## config.mk

```make
export PLATFORM = sky130hd
export DESIGN_NAME = occupancy_ctrl
export DESIGN_NICKNAME = d
export VERILOG_FILES = /design/src/rtl/occupancy_ctrl.sv
export SDC_FILE = /design/constraint.sdc
export NUM_CORES = 1
export LEC_CHECK = 0
export BUFFER_PORTS_ARGS = -buffer_cell sky130_fd_sc_hd__clkbuf_2
export CORE_UTILIZATION = 41
export CTS_CLUSTER_SIZE = 16
export DETAILED_ROUTE_END_ITERATION = 6
export PLACE_DENSITY = 0.68
export SYNTH_ARGS = -nofsm -noshare
export SYNTH_HDL_FRONTEND = slang
export SYNTH_SLANG_ARGS = --single-unit
```

## constraint.sdc

```tcl
create_clock -name clock -period 3.4 [get_ports clock]
set_input_delay 0.17 -clock clock [delete_from_list [all_inputs] [get_ports clock]]
set_output_delay 0.17 -clock clock [all_outputs]
set_load 0.02 [all_outputs]
```

## src/rtl/occupancy_ctrl.sv

```systemverilog
// rtl/occupancy_ctrl.sv - occupancy-grid update/clear sequencer; OCC_CTRL_STATS_EN adds update_count
module occupancy_ctrl #(
    parameter int FIFO_DEPTH = 4,
    parameter int X_WIDTH    = 8,
    parameter int Y_WIDTH    = 7
) (
    input  logic               clock,
    input  logic               reset,
    input  logic               clear_start,
    input  logic               update_valid,
    output logic               update_ready,
    input  logic [X_WIDTH-1:0] update_x,
    input  logic [Y_WIDTH-1:0] update_y,
    input  logic               update_free,
    output logic               busy,
    output logic               clear_done,
    input  logic               count_done,
    output logic               zero_cell,
    output logic               write_enable,
    output logic               cell_is_free,
    output logic               reset_counter,
    output logic               enable_counter,
    output logic [X_WIDTH-1:0] x,
`ifdef OCC_CTRL_STATS_EN
    output logic [Y_WIDTH-1:0] y,
    output logic [15:0]        update_count
`else
    output logic [Y_WIDTH-1:0] y
`endif
);

    localparam int AW = (FIFO_DEPTH > 1) ? $clog2(FIFO_DEPTH) : 1;
    localparam int EW = X_WIDTH + Y_WIDTH + 1;

    localparam logic [2:0] S_IDLE      = 3'd0;
    localparam logic [2:0] S_UPD_READ  = 3'd1;
    localparam logic [2:0] S_UPD_WRITE = 3'd2;
    localparam logic [2:0] S_CLR_INIT  = 3'd3;
    localparam logic [2:0] S_CLR_RUN   = 3'd4;

    logic [2:0]         state;
    logic [2:0]         next_state;
    logic [EW-1:0]      mem [FIFO_DEPTH];
    logic [AW-1:0]      wr_ptr;
    logic [AW-1:0]      rd_ptr;
    logic [AW:0]        level;
    logic               full;
    logic               empty;
    logic               push;
    logic               pop;
    logic               flush;
    logic               clear_pending;
    logic               clearing;
    logic [X_WIDTH-1:0] cur_x;
    logic [Y_WIDTH-1:0] cur_y;
    logic               cur_free;

    assign full     = (level == (AW+1)'(FIFO_DEPTH));
    assign empty    = (level == '0);
    assign clearing = (state == S_CLR_INIT) || (state == S_CLR_RUN);

    // Reset is folded in so nothing is accepted while the block is held in reset.
    assign update_ready = !reset && !full && !clear_pending && !clearing;
    assign push         = update_valid && update_ready;
    assign busy         = (state != S_IDLE) || !empty || clear_pending;

    // Next-state selection plus the FIFO pop/flush strobes that go with each transition.
    always_comb begin
        next_state = state;
        pop        = 1'b0;
        flush      = 1'b0;
        case (state)
            S_IDLE: begin
                if (clear_pending) begin
                    flush      = 1'b1;
                    next_state = S_CLR_INIT;
                end else if (!empty) begin
                    pop        = 1'b1;
                    next_state = S_UPD_READ;
                end
            end
            S_UPD_READ: next_state = S_UPD_WRITE;
            S_UPD_WRITE: begin
                if (clear_pending) begin
                    next_state = S_IDLE;
                end else if (!empty) begin
                    pop        = 1'b1;
                    next_state = S_UPD_READ;
                end else begin
                    next_state = S_IDLE;
                end
            end
            S_CLR_INIT: next_state = S_CLR_RUN;
            S_CLR_RUN: begin
                if (count_done) begin
                    next_state = S_IDLE;
                end
            end
            default: next_state = S_IDLE;
        endcase
    end

    // State register.
    always_ff @(posedge clock) begin
        if (reset) begin
            state <= S_IDLE;
        end else begin
            state <= next_state;
        end
    end

    // FIFO storage; contents need no reset since level gates every read.
    always_ff @(posedge clock) begin
        if (push) begin
            mem[wr_ptr] <= {update_x, update_y, update_free};
        end
    end

    // FIFO pointers and occupancy; a flush discards whatever was queued before a clear.
    always_ff @(posedge clock) begin
        if (reset || flush) begin
            wr_ptr <= '0;
            rd_ptr <= '0;
            level  <= '0;
        end else begin
            if (push) begin
                wr_ptr <= wr_ptr + 1'b1;
            end
            if (pop) begin
                rd_ptr <= rd_ptr + 1'b1;
            end
            case ({push, pop})
                2'b10:   level <= level + 1'b1;
                2'b01:   level <= level - 1'b1;
                default: level <= level;
            endcase
        end
    end

    // Holding registers for the update currently in its read/write pair.
    always_ff @(posedge clock) begin
        if (reset) begin
            cur_x    <= '0;
            cur_y    <= '0;
            cur_free <= 1'b0;
        end else if (pop) begin
            {cur_x, cur_y, cur_free} <= mem[rd_ptr];
        end
    end

    // A new request wins over the clear-on-entry so a request landing that cycle is not lost.
    always_ff @(posedge clock) begin
        if (reset) begin
            clear_pending <= 1'b0;
        end else if (clear_start) begin
            clear_pending <= 1'b1;
        end else if (state == S_IDLE) begin
            clear_pending <= 1'b0;
        end
    end

    // clear_done lands on the first IDLE cycle after the last sweep write.
    always_ff @(posedge clock) begin
        if (reset) begin
            clear_done <= 1'b0;
        end else begin
            clear_done <= (state == S_CLR_RUN) && count_done;
        end
    end

    // Datapath control decode; x/y stay 0 outside the update states.
    always_comb begin
        zero_cell      = 1'b0;
        write_enable   = 1'b0;
        cell_is_free   = 1'b0;
        reset_counter  = 1'b0;
        enable_counter = 1'b0;
        x              = '0;
        y              = '0;
        case (state)
            S_UPD_READ: begin
                x = cur_x;
                y = cur_y;
            end
            S_UPD_WRITE: begin
                x            = cur_x;
                y            = cur_y;
                cell_is_free = cur_free;
                write_enable = 1'b1;
            end
            S_CLR_INIT: reset_counter = 1'b1;
            S_CLR_RUN: begin
                zero_cell      = 1'b1;
                write_enable   = 1'b1;
                enable_counter = 1'b1;
            end
            default: ;
        endcase
    end

`ifdef OCC_CTRL_STATS_EN
    // Saturating count of update writes, restarted by each clear.
    always_ff @(posedge clock) begin
        if (reset || ((state == S_IDLE) && clear_pending)) begin
            update_count <= '0;
        end else if ((state == S_UPD_WRITE) && (update_count != 16'hFFFF)) begin
            update_count <= update_count + 16'd1;
        end
    end
`endif

endmodule

```

==> impl_results.md <==
* Synth area leaders: edfxtp_1 51%, dfxtp_1 15%, mux4_2 9.5%
* Gp weighted congestion at 0.738
* Crit path time final at 2.69 ns
* Vias post-DR at 2128
* Mean Syn Cell Area at around 15 um2
* CP endpoint kind: flip-flop
* First-pass GRT wire length at 10.9 mm
* Vias in the first global route at ~2100
* Cell with the most instances after synthesis: edfxtp_1
* FP Rows at 34
* Yosys warning total at 0
* Syn_nets at 288
* Post-DP HPWL at 4.49 mm
* Hold Buf Count CTS at 0
* I/O pin total at 44
* Starting Density at a little over two fifths
* Final hold slack at between 0.02 and 0.03 ns
* Worst R2R Path Depth at 9
* Die extent in y at 98.2 um
* CP required at between 3 and 4 ns
* Final setup violation count at 0
* FF-to-FF Start: state[2]
* Worst Setup Path Type: reg -> reg
* Number of DRC markers in iteration 0 at 87
* Arrival @ worst endpoint at 2.97 ns
* Die X at 98.2 um
* N_diodes at 0
* Router iterations before antenna repair at 6
* H-tree depth at 3
* DRC violations left at 0
* Final hold violations at 0
* Mapped Cells at 261
* Core Area at 8850 um2
* Commonest cells in the netlist: 64 x edfxtp_1, 28 x dfxtp_1, 20 x a21oi_1
* Slew HR at a little under two fifths
* Status: completed
* Setup WS post-layout at 0.712 ns
* Clk sink count at 92
* Post-synth ARST share at 0%
* Gr ovfl total at 0
* Largest net degree at the start of global routing at 27
* Area leader, netlist: edfxtp_1
* DR vias/cell at 5.18
* Seq/Total Area, Yosys at 65.4%
* Number of flops mapped to enable cells by yosys at 64
* Worst-path fanout max at 10
* DRT Wirelength at 6.87 mm
* Final nets at approximately 330
* Final instance area at 4240 um2
* Gr usage total at about 15%
* Post-cts sizing count at 0
* HP Class: in -> reg
* Postcts setup bufs at 0
* RSZ-0062 raised after global routing: no
* Ys flop type: edfxtp_1
* Internal reg-to-reg setup slack at around 0.71 ns
* Clock Latency Late Sink at 0.36 ns
* FMAX at 372 MHz
* Synth top area share at between 50 and 60%
* Leakage power at 1.49 nW
* Slew @ Worst Pin at roughly 0.9 ns
* Slew Limit Fails at 0
* CTS Buf Count at 9
* Period utilization at between 70% and 80%
* Post-Route Setup TNS at 0 ns
* DIE AREA at 9650 um2
* Clock root buffer: clkbuf_8
* ANT nets after route at 0
* Synth-to-layout area growth at 11.6%
* Hold depth at 3
* Worst setup SP type: flip-flop
* Max-cap viol count at 0
* R2R Path End: level[2]
* Non-Filler Instances at 411
* Power per cell area at between 600 and 700 nW/um2
* CTS tree: yes
* WL per Instance at 16.7 um
* Setup Slack @ Placement at 0.789 ns
* Utilization after layout at 47.9%
* Clock skew at 0.00981 ns
* Placed cell area at 4030 um2
* Cell area after synthesis at 3800 um2
* I/O Buffers at 43
* Worst Setup EP: level[2]
* Worst Setup SP: state[2]
* Placed cell count at 396
* CTS clk-pin slew, worst paths at roughly 0.08 ns
* Peak VDD IR at 0.250 mV
* Yosys reg bits at 92
* Count of different cell masters after synthesis at 37
* Final Total Pwr at 2.85 mW
* Layout fillers at 784
* CTS Buffer Depth at 2
* Layout cells sized above 1 at 28.1%
* Initial antenna violation count at 0
==> logic make-up (layout without fill, tap and decap cells) <==
kind of cell	count (synthesis)	count (layout)	synth area share, %
muxes	18	18	10.0
and+or+nand+nor	68	68	10.7
adders and majority gates	6	6	2.18
DFF	92	92	65.4
xor gates and xnor gates	4	4	0.923
AOI/OAI and AO/OA	42	42	5.93
buffers and inverters	31	73	4.84
==> worst max-delay path: stages (launching register included) <==
cell and delay, ns:
dfxtp_1 0.51, or3b_2 0.54, and4_1 0.25, inv_2 0.10
ha_1 0.20, inv_1 0.06, fa_1 0.37, xor2_1 0.15
or3_1 0.30, a21oi_1 0.14
==> registers in the layout (all words and copies together) (netlist names) <==
signal,cells
clear_done,1
clear_pending,1
cur_free,1
cur_x,8
cur_y,7
level,3
mem,64
rd_ptr,2
state,3
wr_ptr,2
==> power by group <==
group	switching, mW	internal [mW]
Sequential	0.0756	1.30
Clock	0.358	0.408
Combinational	0.437	0.266
==> per-layer routing <==
layer	wire length (um)	part of all wire (%)	up-vias	GRT usage (%)
li1	-	-	1038	-
met1	3280	48	1045	20.0
met2	3260	47	40	24.1
met3	247	3.6	5	3.94
met4	88	1.3	0	5.86
met5	0	0	-	0
==> cell usage in the layout (no fill, tap or decap), types with 3 or more instances in the layout <==
master and instances:
o21ai_0 18, nor2_1 8, nor3_1 3, inv_1 11
nand3b_1 3, buf_4 3, and2_1 19, clkbuf_8 9
dfxtp_1 28, a21oi_1 20, nand3_1 17, nand2_1 3
clkbuf_2 43, mux4_2 16, or3_1 3, ha_1 5
edfxtp_1 64
==> layout make-up <==
type	count	area [um2]	share of cell area [%]
inverter	12	45.0	1.06
sequential	92	2480	58.6
tap	108	135	3.19
clock buffer	10	128	3.01
clock inverter	5	77.6	1.83
multi-input combinational	138	1130	26.7
timing repair buffer	46	238	5.61
==> how the worst min path moves through the flow <==
| stage | startpoint | endpoint | slack (ns) |
|---|---|---|---|
| finish | clear_start | clear_pending | 0.03 |
| global route | update_x[2] | mem[2][10] | 0.02 |
| CTS | update_x[2] | mem[0][10] | 0.02 |
| detailed placement | update_y[1] | mem[1][2] | 0.39 |
| global placement | update_y[0] | mem[2][1] | 0.39 |
| floorplan | update_free | mem[0][0] | 0.27 |
(Power assumes the default switching activity.)
